### src/rtl/mem_bus_pkg.sv
// Shared bus codes, state encoding and default widths for the memory-side line bus arbiter.
package mem_bus_pkg;

   localparam int unsigned ADDR2_BUS_SIZE_DEF = 14;
   localparam int unsigned DATA2_BUS_SIZE_DEF = 16;
   localparam int unsigned CTR2_BUS_SIZE_DEF  = 2;
   localparam int unsigned LINE_BEATS_DEF     = 8;
   localparam int unsigned MEM_TIMEOUT_DEF    = 255;

   localparam logic [1:0] C2_NOP        = 2'd0;
   localparam logic [1:0] C2_RESPONSE   = 2'd1;
   localparam logic [1:0] C2_READ_LINE  = 2'd2;
   localparam logic [1:0] C2_WRITE_LINE = 2'd3;

   typedef enum logic [2:0] {
      IDLE,
      CMD,
      TURN,
      WAIT,
      RBURST,
      DONE
   } state_e;

endpackage

### src/rtl/rr_arbiter2.sv
// Two-way round-robin arbiter: on a tie, the requester that did not win last time is chosen.
module rr_arbiter2 (
   input  logic       clk,
   input  logic       RESET,
   input  logic [1:0] req,
   input  logic       take,
   output logic [1:0] gnt
);

   logic last_grant;

   always_comb begin
      gnt = req;
      if (req == 2'b11) begin
         gnt = last_grant ? 2'b01 : 2'b10;
      end
   end

   // Starts at 1 so requester 0 wins the first tie.
   always_ff @(posedge clk) begin
      if (RESET) begin
         last_grant <= 1'b1;
      end else if (take && (gnt != 2'b00)) begin
         last_grant <= gnt[1];
      end
   end

endmodule

### src/rtl/mem_bus_arbiter.sv
// Shares the memory line bus between two requesters and sequences
// command, turnaround, response wait and the 8-beat read burst.
module mem_bus_arbiter
   import mem_bus_pkg::*;
#(
   parameter int unsigned ADDR2_BUS_SIZE = ADDR2_BUS_SIZE_DEF,
   parameter int unsigned DATA2_BUS_SIZE = DATA2_BUS_SIZE_DEF,
   parameter int unsigned CTR2_BUS_SIZE  = CTR2_BUS_SIZE_DEF,
   parameter int unsigned LINE_BEATS     = LINE_BEATS_DEF,
   parameter int unsigned MEM_TIMEOUT    = MEM_TIMEOUT_DEF
) (
   input  logic                      clk,
   input  logic                      RESET,
   input  logic [1:0]                req,
   input  logic [1:0]                cmd_wr,
   input  logic [ADDR2_BUS_SIZE-1:0] addr0,
   input  logic [ADDR2_BUS_SIZE-1:0] addr1,
   input  logic [DATA2_BUS_SIZE-1:0] wdata0,
   input  logic [DATA2_BUS_SIZE-1:0] wdata1,
   output logic [1:0]                gnt,
   output logic [2:0]                beat_idx,
   output logic [DATA2_BUS_SIZE-1:0] rdata,
   output logic                      rvalid,
   output logic                      done,
   output logic                      err,
   output logic [ADDR2_BUS_SIZE-1:0] mem_a,
   output logic [CTR2_BUS_SIZE-1:0]  mem_c_out,
   output logic [DATA2_BUS_SIZE-1:0] mem_d_out,
   output logic                      mem_drive,
   input  logic [CTR2_BUS_SIZE-1:0]  mem_c_in,
   input  logic [DATA2_BUS_SIZE-1:0] mem_d_in
);

   localparam int unsigned TMO_W = $clog2(MEM_TIMEOUT + 1);
   localparam logic [2:0]  LAST_BEAT = 3'(LINE_BEATS - 1);
   localparam logic [CTR2_BUS_SIZE-1:0] C_NOP   = CTR2_BUS_SIZE'(C2_NOP);
   localparam logic [CTR2_BUS_SIZE-1:0] C_RESP  = CTR2_BUS_SIZE'(C2_RESPONSE);
   localparam logic [CTR2_BUS_SIZE-1:0] C_READ  = CTR2_BUS_SIZE'(C2_READ_LINE);
   localparam logic [CTR2_BUS_SIZE-1:0] C_WRITE = CTR2_BUS_SIZE'(C2_WRITE_LINE);

   state_e           state;
   logic             cmd_is_wr;
   logic             sel;
   logic [TMO_W-1:0] tmo_cnt;
   logic [1:0]       arb_gnt;
   logic             take;

   assign take = (state == IDLE) && (req != 2'b00);

   rr_arbiter2 u_arb (
      .clk   (clk),
      .RESET (RESET),
      .req   (req),
      .take  (take),
      .gnt   (arb_gnt)
   );

   // The requester presents wdata for the beat_idx it sees, so forward it in the same cycle.
   assign mem_d_out = ((state == CMD) && cmd_is_wr) ? (sel ? wdata1 : wdata0) : '0;

   always_ff @(posedge clk) begin
      if (RESET) begin
         state     <= IDLE;
         gnt       <= 2'b00;
         rvalid    <= 1'b0;
         done      <= 1'b0;
         err       <= 1'b0;
         mem_drive <= 1'b0;
         mem_c_out <= C_NOP;
         mem_a     <= '0;
         beat_idx  <= 3'd0;
         rdata     <= '0;
         cmd_is_wr <= 1'b0;
         sel       <= 1'b0;
         tmo_cnt   <= '0;
      end else begin
         rvalid <= 1'b0;
         unique case (state)
            IDLE: begin
               if (take) begin
                  gnt       <= arb_gnt;
                  sel       <= arb_gnt[1];
                  cmd_is_wr <= arb_gnt[1] ? cmd_wr[1] : cmd_wr[0];
                  mem_a     <= arb_gnt[1] ? addr1 : addr0;
                  mem_c_out <= (arb_gnt[1] ? cmd_wr[1] : cmd_wr[0]) ? C_WRITE : C_READ;
                  mem_drive <= 1'b1;
                  beat_idx  <= 3'd0;
                  state     <= CMD;
               end
            end
            CMD: begin
               if (!cmd_is_wr || (beat_idx == LAST_BEAT)) begin
                  mem_drive <= 1'b0;
                  mem_c_out <= C_NOP;
                  beat_idx  <= 3'd0;
                  state     <= TURN;
               end else begin
                  beat_idx <= beat_idx + 3'd1;
               end
            end
            TURN: begin
               tmo_cnt <= '0;
               state   <= WAIT;
            end
            WAIT: begin
               if (mem_c_in == C_RESP) begin
                  if (cmd_is_wr) begin
                     done  <= 1'b1;
                     state <= DONE;
                  end else begin
                     rdata    <= mem_d_in;
                     rvalid   <= 1'b1;
                     beat_idx <= 3'd1;
                     state    <= RBURST;
                  end
               end else if (tmo_cnt == TMO_W'(MEM_TIMEOUT)) begin
                  done  <= 1'b1;
                  err   <= 1'b1;
                  state <= DONE;
               end else begin
                  tmo_cnt <= tmo_cnt + TMO_W'(1);
               end
            end
            RBURST: begin
               rdata  <= mem_d_in;
               rvalid <= 1'b1;
               if (beat_idx == LAST_BEAT) begin
                  beat_idx <= 3'd0;
                  done     <= 1'b1;
                  state    <= DONE;
               end else begin
                  beat_idx <= beat_idx + 3'd1;
               end
            end
            DONE: begin
               done  <= 1'b0;
               err   <= 1'b0;
               gnt   <= 2'b00;
               state <= IDLE;
            end
            default: state <= IDLE;
         endcase
      end
   end

endmodule

### config.mk
export PLATFORM = sky130hd
export DESIGN_NAME = mem_bus_arbiter
export DESIGN_NICKNAME = d
export VERILOG_FILES = /design/src/rtl/mem_bus_pkg.sv /design/src/rtl/rr_arbiter2.sv /design/src/rtl/mem_bus_arbiter.sv
export SDC_FILE = /design/constraint.sdc
export NUM_CORES = 1
export LEC_CHECK = 0
export ABC_AREA = 1
export CORE_ASPECT_RATIO = 1.1
export CORE_MARGIN = 2
export CORE_UTILIZATION = 30
export DETAILED_ROUTE_END_ITERATION = 16
export PLACE_DENSITY = 0.72
export SETUP_SLACK_MARGIN = 0.15
export SLEW_MARGIN = 20
export SYNTH_ARGS = -nofsm -noshare
export SYNTH_HDL_FRONTEND = slang
export SYNTH_SLANG_ARGS = --single-unit
### constraint.sdc
create_clock -name clk -period 1.75 [get_ports clk]
set_input_delay 0.525 -clock clk [delete_from_list [all_inputs] [get_ports clk]]
set_output_delay 0.525 -clock clk [all_outputs]
set_load 0.02 [all_outputs]
==> impl_metrics.py <==
metrics = {
    "clocking": {
        "clk_latency_ns": 0.30,
        "path_clk_slew_ns": 0.09,
        "numCtsBuffers": 5,
        "cts_tree": "done",
        "cts_root_buffer": "clkbuf_8",
        "cts_sinks": 54,
        "cts.htree.levels": 2,
        "ctsHoldBuffers": 0,
        "clockBufferDepth": 2,
    },
    "timing": {
        "setup_viol": 16,
        "skew_ns": 0.0103,
        "drv_slew": 0,
        "finalSetupTns_ns": -2.17,
        "worstMarginPinSlew_ns": 0.284,
        "fmax_mhz": 523,
        "hold_viol_final": 0,
        "timing.slew.headroom_pct": 81.0,
        "worst_hold_slack_ns": 0.471,
        "setup_ws_ns": -0.160,
        "rsz0062_at_grt": "true",
        "fin_crit_ns": 1.91,
        "finalCritPeriodShare_pct": 109,
    },
    "logic_synthesis": {
        "synth_cells": 384,
        "synth_edf_count": 0,
        "ys_ff_latch": 54,
        "seq_area_frac_synth_pct": 40.8,
        "muxShareOfSynthArea_pct": 0,
        "synth_compound_area_share_pct": 18.6,
        "ys_warn_count": 0,
        "synthAdderAreaFrac_pct": 1.42,
        "synth_top_area_share_pct": 40.8,
        "yosysMostFrequentCell": "nand2_1",
        "synth_xor_area_share_pct": 0.330,
        "ys.flop_type": "dfxtp_1",
        "yosys.area_share.simple_pct": 30.6,
        "syn_avg_cell_area_sq_um": 6.91,
        "ys_top_cells_by_area": "dfxtp_1 (41%), nand2_1 (13%), a21oi_1 (12%)",
        "async_reset_ff_share_pct": 0,
        "synth_area_leader_cell": "dfxtp_1",
        "syn_area_sq_um": 2650,
        "synthDistinctLibCells": 32,
        "synth_common_cells": "nand2_1 (92), a21oi_1 (64), dfxtp_1 (54)",
        "synth_nets": 471,
        "synth_top_family_by_area": "simple AND/OR/NAND/NOR gates",
    },
    "worst_setup_path": {
        "worstSetupEndpointType": "output port",
        "cpMostUsedCell": "buf_6",
        "crit_chain": "inv_2 -> nand2_2 -> nor2_4 -> buf_6 -> nand2_8 -> a21oi_4 -> buf_6",
        "critPathMaxFanout": 8,
        "critPathLaunchType": "register",
        "cp.arrival_ns": 1.39,
        "crit_type": "reg2out",
        "cpMaxStageDelayCell": "dfxtp_2",
        "crit_required_ns": 1.22,
        "max_stage_delay_ns": 0.33,
    },
    "placement": {
        "hpwl_um": 6370,
        "placed_cells": 636,
        "globalplace.congestion": 0.783,
        "placed_area_sq_um": 4360,
        "dp_slack_ns": -0.684,
        "port_buffers": 140,
    },
    "floorplan": {
        "core_sq_um": 8500,
        "num_rows": 35,
        "die_w_um": 93.7,
        "pin_count": 141,
        "die-height_um": 103,
        "dieArea_sq_um": 9610,
        "start_util_pct": 31.2,
    },
    "grt": {
        "grt_usage_pct": 17.8,
        "antenna_found_initial": 0,
        "grt_remaining_overflow": 0,
        "grt_pass1_wl_um": 14000,
        "grt_max_degree": 26,
        "grt_pass1_vias": 3091,
    },
    "power_and_ir_drop": {
        "power.internal_mw": 3.42,
        "powerDensity_nw_per_um2": 1320,
        "totalPowerFinal_mw": 6.23,
        "pwr-share-clk_pct": 10.6,
        "p_sw_mw": 2.81,
        "p_seq_share_pct": 29.5,
        "irDropWorstVdd_uv": 675,
        "leakage_nw": 2.07,
        "p_sw_share_pct": 45.1,
        "p_comb_share_pct": 59.9,
    },
    "detailed_routing": {
        "wirelength_um": 9210,
        "viasPerCell": 4.82,
        "drtPass1Iterations": 4,
        "drc": 0,
        "drt_iter0_drc": 192,
        "num_vias": 3207,
        "wl_per_cell_um": 13.9,
        "ant_nets": 0,
    },
    "hold_path": {
        "hp-class": "reg2reg",
    },
    "final_layout": {
        "instances_no_fill": 665,
        "drive_above_1_share_pct": 22.2,
        "layout.nets": 641,
        "area_growth_pct": 78.4,
        "diodes": 0,
        "utilization_pct": 55.7,
        "final_area_sq_um": 4730,
        "fillers": 772,
    },
    "outcome": {
        "status": "complete, but fails checks",
        "failed_checks": "setup timing",
    },
    "job": {
        "cap_violations": 0,
    },
}
flip-flops by register name, indices dropped and copies added (netlist names), 2 cells and up:
name,count
beat_idx,3
gnt,2
mem_a,14
rdata,16
state,3
tmo_cnt,8
worst paths after layout:
check / from / end / slack (ns) / cells after the start
max: state[1]$_SDFFE_PP0P_ / mem_d_out[13] / -0.16 / 7
min: done$_SDFFE_PP0P_ / done$_SDFFE_PP0P_ / 0.47 / 2
max reg2reg: state[2]$_SDFFE_PP0P_ / tmo_cnt[0]$_SDFFE_PP0P_ / 0.20 / 8
min reg2reg: done$_SDFFE_PP0P_ / done$_SDFFE_PP0P_ / 0.47 / 2
repair_timing:
action | in CTS | in global routing
setup endpoints to repair | 101 | 60
resized for setup | 170 | 23
buffers inserted | 3 | 14
gates cloned | 4 | 1
pin swaps | 9 | 9
power groups by stage:
stage,Sequential (mW),Clock (mW),Combinational [mW]
2_1_floorplan,2.21,0,1.73
3_3_place_gp,1.82,0,3.29
3_5_place_dp,1.84,0,3.34
4_1_cts,1.84,0.677,3.40
5_1_grt,1.89,0.729,4.08
6_report,1.84,0.660,3.73
kinds of logic after synthesis:
group	after synthesis
AO/OA/AOI/OAI	98
XOR/XNOR	1
adder cells (fa/ha/maj)	3
buffers and inverters	42
flip-flops	54
AND/OR/NAND/NOR	186
metal layers:
metal  part of all wire [%]  vias up  routed length [um]  GRT usage (%)
met2                     51      112                4660           33.0
met1                     40     1487                3680           20.4
met4                   0.78        0                  72           3.46
met5                      0        -                   0              0
met3                    8.6        9                 793           5.48
li1                       -     1599                   -              -
layout by cell type, fill, tap and decap left out, types with 2 or more instances in the layout:
master           count
a21oi_2              8
dlymetal6s2s_1       2
o21ai_0             29
inv_2                4
clkbuf_1             2
ha_1                 2
a21oi_1             45
clkdlybuf4s50_1     77
dfxtp_1             50
dfxtp_2              4
nand4_1              5
nand2_2              9
nor2_4              10
nand2_8              2
nor2_2               7
inv_6                2
inv_1               16
clkbuf_8             5
buf_6               17
nand2_4              2
buf_12               2
buf_4               33
nor2_1              46
inv_4                2
o21ai_1              3
nand3_1             19
dlygate4sd2_1       43
a21oi_4             11
nand2_1             83
worst max-delay path, delay by kind of cell, from the launching register on:
| family | cells | cell delay [ns] |
|---|---|---|
| and+or+nand+nor | 3 | 0.27 |
| AOI/OAI and AO/OA | 1 | 0.16 |
| buffers and inverters | 3 | 0.32 |
| DFF | 1 | 0.33 |
layout make-up:
class	count	area, sq um	share of cell area (%)
timing repair buffer	176	1670	35.2
inverter	24	105	2.22
tap	111	139	2.93
sequential	54	1090	22.9
timing repair inverter	1	8.76	0.185
clock buffer	7	76.3	1.61
multi-input combinational	292	1650	34.9
No activity file was read; power rests on OpenSTA's default activity.
